**config.mk**
```make
export PLATFORM = sky130hd
export DESIGN_NAME = hd_hamming_tx
export DESIGN_NICKNAME = d
export VERILOG_FILES = /design/src/rtl/hd_pkg.sv /design/src/rtl/hd_hamming74_enc.sv /design/src/rtl/hd_hamming_tx.sv
export SDC_FILE = /design/constraint.sdc
export NUM_CORES = 1
export LEC_CHECK = 0
export ABC_AREA = 1
export ABC_CLOCK_PERIOD_IN_PS = 4400
export CORE_ASPECT_RATIO = 1.25
export CORE_MARGIN = 3
export CORE_UTILIZATION = 40
export DETAILED_ROUTE_END_ITERATION = 16
export PLACE_DENSITY_LB_ADDON = 0.15
export SETUP_SLACK_MARGIN = 0.2
export SLEW_MARGIN = 20
export SYNTH_ARGS = -nofsm -noshare
export SYNTH_HDL_FRONTEND = slang
export SYNTH_SLANG_ARGS = --single-unit
```
**constraint.sdc**
```tcl
create_clock -name clk -period 4.4 [get_ports clk]
set_input_delay 1.32 -clock clk [delete_from_list [all_inputs] [get_ports clk]]
set_output_delay 1.32 -clock clk [all_outputs]
set_load 0.05 [all_outputs]
```
**src/rtl/hd_pkg.sv**
```systemverilog
// Shared constants, types and parity helper for the HD Hamming(7,4) link.
package hd_pkg;

  localparam int CW_W   = 7;
  localparam int DATA_W = 4;
  localparam int ERR_W  = 3;

  // Data bits are ordered {x1,x2,x3,x4} = data[3:0]
  localparam logic [DATA_W-1:0] P1_MASK = 4'b1110;
  localparam logic [DATA_W-1:0] P2_MASK = 4'b1101;
  localparam logic [DATA_W-1:0] P3_MASK = 4'b1011;

  typedef enum logic {
    IDLE  = 1'b0,
    SHIFT = 1'b1
  } state_e;

  typedef struct packed {
    logic [ERR_W-1:0]  err;
    logic [DATA_W-1:0] data;
  } fifo_entry_t;

  function automatic logic parity4(input logic [DATA_W-1:0] d, input logic [DATA_W-1:0] m);
    return ^(d & m);
  endfunction

endpackage

```
**src/rtl/hd_hamming74_enc.sv**
```systemverilog
// Combinational Hamming(7,4) encoder with optional single-bit error flip.
module hd_hamming74_enc
  import hd_pkg::*;
(
  input  logic [DATA_W-1:0] data,
  input  logic [ERR_W-1:0]  err,
  output logic [CW_W-1:0]   cw
);

  logic [CW_W-1:0] clean_s;
  logic [CW_W-1:0] flip_s;

  // Build {p1,p2,p3,x1..x4}, then flip bit err-1 when err is non-zero
  always_comb begin
    clean_s = {parity4(data, P1_MASK), parity4(data, P2_MASK), parity4(data, P3_MASK), data};
    if (err != 3'd0) begin
      flip_s = 7'b000_0001 << (err - 3'd1);
    end else begin
      flip_s = 7'b000_0000;
    end
    cw = clean_s ^ flip_s;
  end

endmodule

```
**src/rtl/hd_hamming_tx.sv**
```systemverilog
// HD Hamming(7,4) transmitter: nibble FIFO, encoder and MSB-first serialiser.
module hd_hamming_tx
  import hd_pkg::*;
#(
  parameter int FIFO_DEPTH = 4,
  parameter int CNT_W      = 8
) (
  input  logic              clk,
  input  logic              rst,
  input  logic              in_valid,
  input  logic [3:0]        in_data,
  input  logic [2:0]        in_err,
  output logic              in_ready,
  output logic              out_valid,
  output logic              out_bit,
  output logic              out_sof,
  input  logic              out_ready,
  output logic              busy,
  output logic [CNT_W-1:0]  err_frames
);

  localparam int PTR_W  = $clog2(FIFO_DEPTH);
  localparam int CNTF_W = $clog2(FIFO_DEPTH + 1);
  localparam logic [CNTF_W-1:0] FULL_CNT = CNTF_W'(FIFO_DEPTH);
  localparam logic [CNTF_W-1:0] ONE_CNT  = CNTF_W'(1);
  localparam logic [PTR_W-1:0]  ONE_PTR  = PTR_W'(1);

  fifo_entry_t        mem_q [FIFO_DEPTH];
  logic [PTR_W-1:0]   wr_ptr_q, wr_ptr_d;
  logic [PTR_W-1:0]   rd_ptr_q, rd_ptr_d;
  logic [CNTF_W-1:0]  count_q, count_d;
  logic               in_ready_q, in_ready_d;

  state_e             state_q, state_d;
  logic [CW_W-1:0]    sreg_q, sreg_d;
  logic [2:0]         cnt_q, cnt_d;
  logic               flag_q, flag_d;
  logic [CNT_W-1:0]   err_frames_q, err_frames_d;

  logic               push_s;
  logic               pop_s;
  fifo_entry_t        head_s;
  logic [CW_W-1:0]    head_cw_s;

  assign push_s = in_valid & in_ready_q;
  assign head_s = mem_q[rd_ptr_q];

  hd_hamming74_enc u_enc (
    .data (head_s.data),
    .err  (head_s.err),
    .cw   (head_cw_s)
  );

  // Serialiser FSM; a pop always loads the head codeword, so frames run back-to-back
  always_comb begin
    state_d      = state_q;
    sreg_d       = sreg_q;
    cnt_d        = cnt_q;
    flag_d       = flag_q;
    err_frames_d = err_frames_q;
    pop_s        = 1'b0;
    case (state_q)
      IDLE: begin
        if (count_q != '0) begin
          pop_s   = 1'b1;
          sreg_d  = head_cw_s;
          cnt_d   = 3'd6;
          flag_d  = (head_s.err != 3'd0);
          state_d = SHIFT;
        end else begin
          state_d = IDLE;
        end
      end
      SHIFT: begin
        if (out_ready) begin
          if (cnt_q != 3'd0) begin
            sreg_d = {sreg_q[CW_W-2:0], 1'b0};
            cnt_d  = cnt_q - 3'd1;
          end else begin
            if (flag_q && (err_frames_q != {CNT_W{1'b1}})) begin
              err_frames_d = err_frames_q + CNT_W'(1);
            end else begin
              err_frames_d = err_frames_q;
            end
            if (count_q != '0) begin
              pop_s   = 1'b1;
              sreg_d  = head_cw_s;
              cnt_d   = 3'd6;
              flag_d  = (head_s.err != 3'd0);
              state_d = SHIFT;
            end else begin
              flag_d  = 1'b0;
              state_d = IDLE;
            end
          end
        end else begin
          state_d = SHIFT;
        end
      end
      default: begin
        state_d = IDLE;
      end
    endcase
  end

  // FIFO pointer/occupancy update; in_ready is registered from the next occupancy
  always_comb begin
    if (push_s) begin
      wr_ptr_d = wr_ptr_q + ONE_PTR;
    end else begin
      wr_ptr_d = wr_ptr_q;
    end
    if (pop_s) begin
      rd_ptr_d = rd_ptr_q + ONE_PTR;
    end else begin
      rd_ptr_d = rd_ptr_q;
    end
    case ({push_s, pop_s})
      2'b10:   count_d = count_q + ONE_CNT;
      2'b01:   count_d = count_q - ONE_CNT;
      default: count_d = count_q;
    endcase
    in_ready_d = (count_d != FULL_CNT);
  end

  // FIFO storage (no reset needed: occupancy gates every read)
  always_ff @(posedge clk) begin
    if (push_s) begin
      mem_q[wr_ptr_q] <= '{err: in_err, data: in_data};
    end
  end

  // State registers; reset drops the in-flight frame and every queued nibble
  always_ff @(posedge clk) begin
    if (rst) begin
      wr_ptr_q     <= '0;
      rd_ptr_q     <= '0;
      count_q      <= '0;
      in_ready_q   <= 1'b0;
      state_q      <= IDLE;
      sreg_q       <= '0;
      cnt_q        <= 3'd0;
      flag_q       <= 1'b0;
      err_frames_q <= '0;
    end else begin
      wr_ptr_q     <= wr_ptr_d;
      rd_ptr_q     <= rd_ptr_d;
      count_q      <= count_d;
      in_ready_q   <= in_ready_d;
      state_q      <= state_d;
      sreg_q       <= sreg_d;
      cnt_q        <= cnt_d;
      flag_q       <= flag_d;
      err_frames_q <= err_frames_d;
    end
  end

  assign in_ready   = in_ready_q;
  assign out_valid  = (state_q == SHIFT);
  assign out_bit    = out_valid & sreg_q[CW_W-1];
  assign out_sof    = out_valid & (cnt_q == 3'd6);
  assign busy       = (count_q != '0) | (state_q == SHIFT);
  assign err_frames = err_frames_q;

endmodule

```
==> impl_metrics.json, run 1 <==
{
  "status": "finished clean",
  "drive_gt1_share_pct": 6.99,
  "cts.sinks": 58,
  "post_cts_resized": 0,
  "synth-warning-count": 0,
  "dr.first_iter.drc_count": 156,
  "critical_path.max_stage_delay_ps": 500,
  "place_area_um2": 3140,
  "antenna_left": 0,
  "dr.pass1.iters": 4,
  "num-fill-cells": 654,
  "path_class": "in -> reg",
  "ys.flop_type": "dfxtp_1",
  "path_cells": "clkdlybuf4s50_1, nor2_1, inv_1, nand2_1, nor2_4, ha_1, inv_1, fa_1, a21oi_1, o21ai_0, xor2_1, a31oi_1",
  "cp_max_fo": 7,
  "grt_pass1_vias": 2187,
  "tns_ps": 0,
  "cap_violations": 0,
  "multi_input_area_um2": 1170,
  "cp_slowest_cell": "clkdlybuf4s50_1",
  "synthCells": 339,
  "remaining_drc_errors": 0,
  "seqCellArea_um2": 1440,
  "required_ps": 4590,
  "worst_slack_ps": 1110,
  "dp_slack_ps": 784,
  "fin_area_um2": 3320,
  "dp_hpwl_um": 4060,
  "wl_per_cell_um": 12.3,
  "hp-class": "reg -> reg",
  "hold_violations": 0,
  "seq_area_frac_synth_pct": 50.9,
  "num_vias": 2235,
  "relSlewSlack_pct": 45.6,
  "core_um2": 6730,
  "clock_latency_ps": 330,
  "post-route-min-period_ps": 3290,
  "start_kind": "input port",
  "fp.dieH_um": 100,
  "io_pins": 24,
  "start_util_pct": 42.1,
  "power.leakage_nw": 1.36,
  "synth_common_cells": "nand2_1 (92), inv_1 (48), dfxtp_1 (30)",
  "synth_edf_count": 28,
  "grt_remaining_overflow": 0,
  "row_count": 33,
  "yosysTopAreaCell": "edfxtp_1",
  "synth_area_um2": 2830,
  "path_clk_slew_ps": 70,
  "port_buffers": 23,
  "grt_pass1_wl_um": 9650,
  "holdBufCountCts": 0,
  "cp_common_cell": "inv_1",
  "cts_buffer_depth": 2,
  "arrival_ps": 3470,
  "cts_tree": "built",
  "yosysTopAreaCellShare_pct": 29.7,
  "end_kind": "register",
  "finalCritPeriodShare_pct": 74.7,
  "fin_skew_ps": 7.49,
  "tightest_slew_ps": 813,
  "syn_nets": 361,
  "hold_path_startpoint": "rd_ptr_q[0]",
  "syn_avg_cell_area_um2": 8.36,
  "yosysMostFrequentCell": "nand2_1",
  "nNetsFinal": 389,
  "ys_seq_elements": 58,
  "grt_max_degree": 18,
  "yosys-top-cells-area": "edfxtp_1 (30%), dfxtp_1 (21%), nand2_1 (12%)",
  "max_freq_mhz": 304,
  "diodes": 0,
  "synth_cell_types": 32,
  "p_per_area_nw_per_um2": 639,
  "area_growth_pct": 17.2,
  "drt_wl_total_um": 5650,
  "slew_violations": 0,
  "antenna_found_initial": 0,
  "fin_util_pct": 49.3,
  "setup_viol": 0,
  "htreeDepth": 3,
  "postCtsSetupBuffers": 0,
  "cts_buffers": 9,
  "async_reset_ff_share_pct": 0,
  "root_buffer": "clkbuf_8",
  "rsz0062_at_grt": "false",
  "die-area_um2": 8130,
  "avgViaCountPerCell": 4.87,
  "crit_path_start": "out_ready",
  "peakVddDrop_mv": 0.331,
  "grt.total_usage_pct": 15.9,
  "die_w_um": 81.3,
  "place.gp.congestion": 0.845
}
critical path, delay by kind of cell:
family | cells | cell delay (ps)
adders and majority gates | 2 | 550
and+or+nand+nor | 3 | 400
AOI/OAI and AO/OA | 3 | 340
xor gates and xnor gates | 1 | 180
buffers and inverters | 3 | 690
where the power goes:
group	total [W]	switching, W	internal, W
Clock	0.000462	0.000207	0.000254
Combinational	0.000922	0.000610	0.000313
Sequential	0.000739	0.0000739	0.000665
cell type report:
class	instances	share of cell area, %
Multi-Input combinational cell	225	35.2
Sequential cell	58	43.4
Timing Repair Buffer	23	6.93
Clock buffer	9	3.73
Clock inverter	7	1.81
Inverter	50	5.65
Tap cell	87	3.28
sequential cells by signal (all words and copies together) (netlist names), named ones only:
register,cells
err_frames,8
cnt_q,3
mem_q,28
sreg_q,7
count_q,3
flag_q,1
rd_ptr_q,2
out_valid,1
wr_ptr_q,2
in_ready,1
cells in the final DEF, fill, tap and decap left out, types with 2 or more instances in the layout:
| cell | n |
|---|---|
| a31oi_1 | 4 |
| dfxtp_1 | 30 |
| edfxtp_1 | 28 |
| nand2_2 | 2 |
| ha_1 | 10 |
| nor2_1 | 28 |
| a21oi_1 | 20 |
| o211ai_2 | 2 |
| nand3_1 | 29 |
| clkinv_1 | 2 |
| xor2_1 | 4 |
| o21ai_0 | 16 |
| clkbuf_8 | 9 |
| nor2_4 | 2 |
| nand4_1 | 3 |
| xnor2_1 | 2 |
| nand2_1 | 92 |
| inv_1 | 48 |
| inv_2 | 2 |
| clkinv_2 | 3 |
| clkdlybuf4s50_1 | 23 |
metrics by stage:
step,instances,total power [W],hold slack (ps)
after CTS,459,0.00214,474
final,459,0.00212,470
after global placement,443,0.00167,457
after detailed placement,443,0.00167,465
after global routing,459,0.00232,499
after floorplan,339,0.00146,444
path summary, 6_finish.rpt:
kind,end,slack [ps],cells past startpoint
setup / recovery,in_ready,1110,12
hold / removal,register,470,2
setup reg to reg,sreg_q[1],1690,15
hold reg to reg,register,470,2
routing by layer:
metal	GRT usage, %	vias to the layer above	wire length (um)
li1	-	1158	-
met5	0	-	0
met2	25.6	43	2790
met1	18.9	1025	2580
met3	4.67	9	172
met4	8.19	0	108
logic make-up (layout without fill, tap and decap cells):
logic type | count (synthesis) | after routing | synth area share [%]
AND/OR/NAND/NOR | 161 | 161 | 24.6
flip-flops | 58 | 58 | 50.9
buffers and inverters | 56 | 89 | 7.86
AO/OA/AOI/OAI | 47 | 47 | 9.72
adder cells (fa/ha/maj) | 11 | 11 | 5.12
XOR/XNOR | 6 | 6 | 1.86
Power figures use the tool's default switching activity.
==> run 2, diff against run 1 <==
--- a/config.mk
+++ b/config.mk
@@ -6,7 +6,7 @@
 export NUM_CORES = 1
 export LEC_CHECK = 0
 export ABC_AREA = 1
-export ABC_CLOCK_PERIOD_IN_PS = 4400
+export ABC_CLOCK_PERIOD_IN_PS = 2800
 export CORE_ASPECT_RATIO = 1.25
 export CORE_MARGIN = 3
 export CORE_UTILIZATION = 40
==> constraint.sdc (replaced) <==
create_clock -name clk -period 2.8 [get_ports clk]
set_input_delay 0.84 -clock clk [delete_from_list [all_inputs] [get_ports clk]]
set_output_delay 0.84 -clock clk [all_outputs]
set_load 0.05 [all_outputs]
==> run 2 against run 1 <==
- critical path depth down 1
- sequential share of layout area down 1.4 points
- setup slack got worse by 810 ps
- count of clock-buffer cells in the layout did not move
- largest cell class unchanged
==> impl_metrics.json, run 2 (synthesis gave the netlist of run 1 again) <==
{
  "status": "finished clean",
  "power_switching_w": 0.00142,
  "die-area_um2": 8130,
  "cap_violations": 0,
  "hp-class": "reg -> reg",
  "place.gp.congestion": 0.793,
  "p_int_w": 0.00200,
  "drive_gt1_share_pct": 10.9,
  "cts_buffers": 9,
  "hold_violations": 0,
  "reg2reg_depth": 12,
  "fp.dieH_um": 100,
  "num_vias": 2275,
  "diodes": 0,
  "end_kind": "register",
  "row_count": 33,
  "cts.sinks": 58,
  "holdBufCountCts": 0,
  "met2WireLength_um": 2670,
  "cp_slowest_cell": "fa_2",
  "arrival_ps": 2710,
  "top_layer": "met4",
  "grt_pass1_wl_um": 9600,
  "rsz0062_at_grt": "true",
  "power_frac_seq_pct": 33.3,
  "htreeDepth": 3,
  "antenna_left": 0,
  "largest-register": "mem_q",
  "grt_pass1_vias": 2173,
  "area_growth_pct": 21.1,
  "required_ps": 3010,
  "root_buffer": "clkbuf_8",
  "slew_violations": 0,
  "max_freq_mhz": 400,
  "setup_viol": 0,
  "crit-reg2reg-launch": "cnt_q[1]",
  "cts_buffer_depth": 2,
  "wl_met1_um": 2500,
  "dr.first_iter.drc_count": 131,
  "remaining_drc_errors": 0,
  "hold_depth": 2,
  "finalCritPeriodShare_pct": 89.2,
  "holdWs_ps": 471,
  "port_buffers": 23,
  "postCtsSetupBuffers": 0,
  "grt_remaining_overflow": 0,
  "dp_slack_ps": -85.0,
  "io_pins": 24,
  "swShare_pct": 41.5,
  "dr.pass1.iters": 5,
  "path_class": "in -> reg",
  "fin_area_um2": 3430,
  "path_clk_slew_ps": 70,
  "dp.cells": 457,
  "p_per_area_nw_per_um2": 999,
  "dp_hpwl_um": 4070,
  "relSlewSlack_pct": 66.3,
  "cts_tree": "built",
  "nNetsFinal": 403,
  "power.clock.fraction_pct": 21.0,
  "tightest_slew_ps": 505,
  "hold_path_startpoint": "flag_q",
  "antenna_found_initial": 0,
  "fin_cells": 473,
  "critical_path.max_stage_delay_ps": 520,
  "layout_commonest_cell": "nand2_1",
  "cp_max_fo": 2,
  "start_util_pct": 42.1,
  "grt_max_degree": 18,
  "comb_power_share_pct": 45.7,
  "fin_skew_ps": 7.05,
  "final_cell_mix": "nand2_1 (91), inv_1 (48), dfxtp_1 (30), nand3_1 (29)",
  "wl_met3_um": 354,
  "worst_slack_ps": 302,
  "drt_wl_total_um": 5590,
  "wl_per_cell_um": 11.8,
  "place_area_um2": 3240,
  "post-route-min-period_ps": 2500,
  "grt.total_usage_pct": 15.7,
  "avgViaCountPerCell": 4.81,
  "largest_reg_flops": 28,
  "crit_path_start": "out_ready",
  "peakVddDrop_mv": 0.357,
  "path_cells": "clkdlybuf4s50_1, nor2_1, inv_1, nand2_2, nor2_4, ha_1, inv_1, fa_2, nor2_1, a21oi_1, a31oi_1",
  "die_w_um": 81.3,
  "start_kind": "input port",
  "power.leakage_nw": 1.45,
  "core_um2": 6730,
  "clock_latency_ps": 330
}
## run 2: area by class of cell
class	instances	area (um2)
Sequential cell	58	1440
Clock buffer	9	124
Clock inverter	7	60.1
Tap cell	87	109
Timing Repair Buffer	37	335
Inverter	50	188
Multi-Input combinational cell	225	1170
Fill cell	656	3300
## run 2: power by group through the flow
stage          Combinational (W)  Clock [W]  Sequential, W
2_1_floorplan            0.00111          0        0.00119
3_3_place_gp             0.00155          0        0.00116
3_5_place_dp             0.00156          0        0.00116
4_1_cts                  0.00157   0.000741        0.00114
5_1_grt                  0.00180   0.000783        0.00116
6_report                 0.00157   0.000720        0.00114
## run 2: worst paths after layout
kind / endpoint / slack, ps
min: flag_q / 470
max: in_ready / 300
max reg2reg: in_ready / 540
min reg2reg: flag_q / 470
## run 2: critical path: cells and delay by family
kind / cells / cell delay, ps
AND/OR/NAND/NOR: 4 / 290
AO/OA/AOI/OAI: 2 / 300
buffers and inverters: 3 / 620
adder cells (fa/ha/maj): 2 / 660
## run 2: layer usage
metal  vias to the layer above  track usage (%)
met5                         -                0
met4                         0             7.54
met3                         6             4.76
met2                        53             24.3
met1                      1026             19.9
li1                       1190                -
## run 2: per-stage QoR
stage	utilization (%)	power, W	TNS (ps)
2_1_floorplan	-	0.00230	0
6_report	51.0	0.00343	0
3_5_place_dp	48.2	0.00273	-139
3_3_place_gp	48.2	0.00270	-107
5_1_grt	51.0	0.00375	0
4_1_cts	50.9	0.00345	0
## run 2: timing repair
action                     in CTS  in global routing
setup endpoints to repair       2                  3
resized for setup               2                  4
pin swaps                       0                  1
hold endpoints to repair        0                  0
==> run 3, diff against run 2 <==
--- a/config.mk
+++ b/config.mk
@@ -9,7 +9,7 @@
 export ABC_CLOCK_PERIOD_IN_PS = 2800
 export CORE_ASPECT_RATIO = 1.25
 export CORE_MARGIN = 3
-export CORE_UTILIZATION = 40
+export CORE_UTILIZATION = 46
 export DETAILED_ROUTE_END_ITERATION = 16
 export PLACE_DENSITY_LB_ADDON = 0.15
 export SETUP_SLACK_MARGIN = 0.2
==> run 3 against run 2 <==
- sequential share of layout area up 0.11 points
- combinational power is essentially flat
- clock skew increased by 2.2 ps
- first-iteration DRC count down 5.3%
- flip-flop and latch count unchanged
- via count is 0.35% lower
- register-to-register slack is essentially flat
==> impl_metrics.json, run 3 (synthesis gave the netlist of run 1 again) <==
{
  "status": "finished clean",
  "diodes": 0,
  "max_freq_mhz": 400,
  "hold_violations": 0,
  "path_class": "in -> reg",
  "root_buffer": "clkbuf_8",
  "setup_viol": 0,
  "dp_slack_ps": -98.0,
  "dr.pass1.iters": 4,
  "grt.total_usage_pct": 17.5,
  "core_um2": 5900,
  "holdBufCountCts": 0,
  "avgViaCountPerCell": 4.83,
  "nNetsFinal": 404,
  "post-route-min-period_ps": 2500,
  "layout_commonest_cell": "nand2_1",
  "die-area_um2": 7140,
  "required_ps": 3010,
  "power.leakage_nw": 1.46,
  "grt_pass1_vias": 2239,
  "path_cells": "clkdlybuf4s50_1, nor2_1, inv_1, nand2_2, nor2_4, ha_1, inv_1, fa_2, a21oi_1, o21ai_1, xor2_1, a31oi_1",
  "critical_path.max_stage_delay_ps": 470,
  "cp_max_fo": 2,
  "antenna_left": 0,
  "remaining_drc_errors": 0,
  "row_count": 31,
  "place_area_um2": 3240,
  "end_kind": "register",
  "drt_wl_total_um": 5560,
  "relSlewSlack_pct": 66.6,
  "cp_slowest_cell": "clkdlybuf4s50_1",
  "cts.sinks": 58,
  "drive_gt1_share_pct": 11.1,
  "grt_remaining_overflow": 0,
  "p_per_area_nw_per_um2": 988,
  "holdWs_ps": 476,
  "die_w_um": 76.2,
  "worst_slack_ps": 298,
  "num_vias": 2267,
  "grt_pass1_wl_um": 9720,
  "io_pins": 24,
  "antenna_found_initial": 0,
  "fin_area_um2": 3420,
  "peakVddDrop_mv": 0.345,
  "cap_violations": 0,
  "clock_latency_ps": 330,
  "fp.dieH_um": 93.7,
  "hp-class": "reg -> reg",
  "slew_violations": 0,
  "finalCritPeriodShare_pct": 89.4,
  "tns_ps": 0,
  "htreeDepth": 3,
  "area_growth_pct": 20.8,
  "wl_per_cell_um": 11.9,
  "tightest_slew_ps": 500,
  "final_cell_mix": "nand2_1 (91), inv_1 (48), dfxtp_1 (30), nand3_1 (29)",
  "place.gp.congestion": 0.803,
  "cp_common_cell": "inv_1",
  "fin_skew_ps": 9.29,
  "largest_reg_flops": 28,
  "start_util_pct": 48.0,
  "start_kind": "input port",
  "cts_buffer_depth": 2,
  "port_buffers": 23,
  "rsz0062_at_grt": "true",
  "largest-register": "mem_q",
  "cts_buffers": 9,
  "dp_hpwl_um": 4050,
  "dr.first_iter.drc_count": 124,
  "grt_max_degree": 18,
  "fin_util_pct": 58.0,
  "cts_tree": "built",
  "path_clk_slew_ps": 60,
  "arrival_ps": 2720
}
[run 3: what timing repair did]
action,in CTS,in global routing
endpoints found under the setup margin,2,3
gates resized for setup,2,4
pin swaps,0,4
setup buffers,0,1
[run 3: path summary, 6_finish.rpt]
check / start / depth (start not counted) / slack (ps) / end
hold reg to reg: rd_ptr_q[0] / 2 / 480 / rd_ptr_q[0]
setup reg to reg: cnt_q[0] / 13 / 530 / in_ready
hold / removal: rd_ptr_q[0] / 2 / 480 / rd_ptr_q[0]
setup / recovery: out_ready / 12 / 300 / in_ready
[run 3: stage by stage]
step | power [W] | cells
6_report | 0.00338 | 469
5_1_grt | 0.00368 | 469
4_1_cts | 0.00341 | 468
3_5_place_dp | 0.00273 | 452
3_3_place_gp | 0.00270 | 452
2_1_floorplan | 0.00230 | 339
[run 3: area by class of cell]
class / instances / area, um2
clock buffer: 13 / 159
multi-input combinational: 225 / 1170
fill: 554 / 2470
inverter: 50 / 188
sequential: 58 / 1440
timing repair buffer: 38 / 343
clock inverter: 3 / 15.0
tap: 82 / 103
[run 3: critical path: cells and delay by family]
family	cells	cell delay, ps
and+or+nand+nor	3	260
buffers and inverters	3	610
AOI/OAI and AO/OA	3	310
adders and majority gates	2	470
xor gates and xnor gates	1	200
[run 3: routing by layer]
metal / share of wire [%] / up-vias / routed length (um) / global-route usage (%)
met5: 0 / - / 0 / 0
met4: 1.4 / 0 / 76 / 7.70
met3: 4.4 / 6 / 246 / 5.66
met2: 49 / 41 / 2730 / 30.3
met1: 45 / 1031 / 2510 / 20.0
li1: - / 1189 / - / -
[run 3: power breakdown]
part	switching [W]	total [W]	internal, W
sequential	0.0000995	0.00114	0.00105
clock	0.000308	0.000673	0.000365
combinational	0.00100	0.00156	0.000564
total	0.00141	0.00338	0.00197
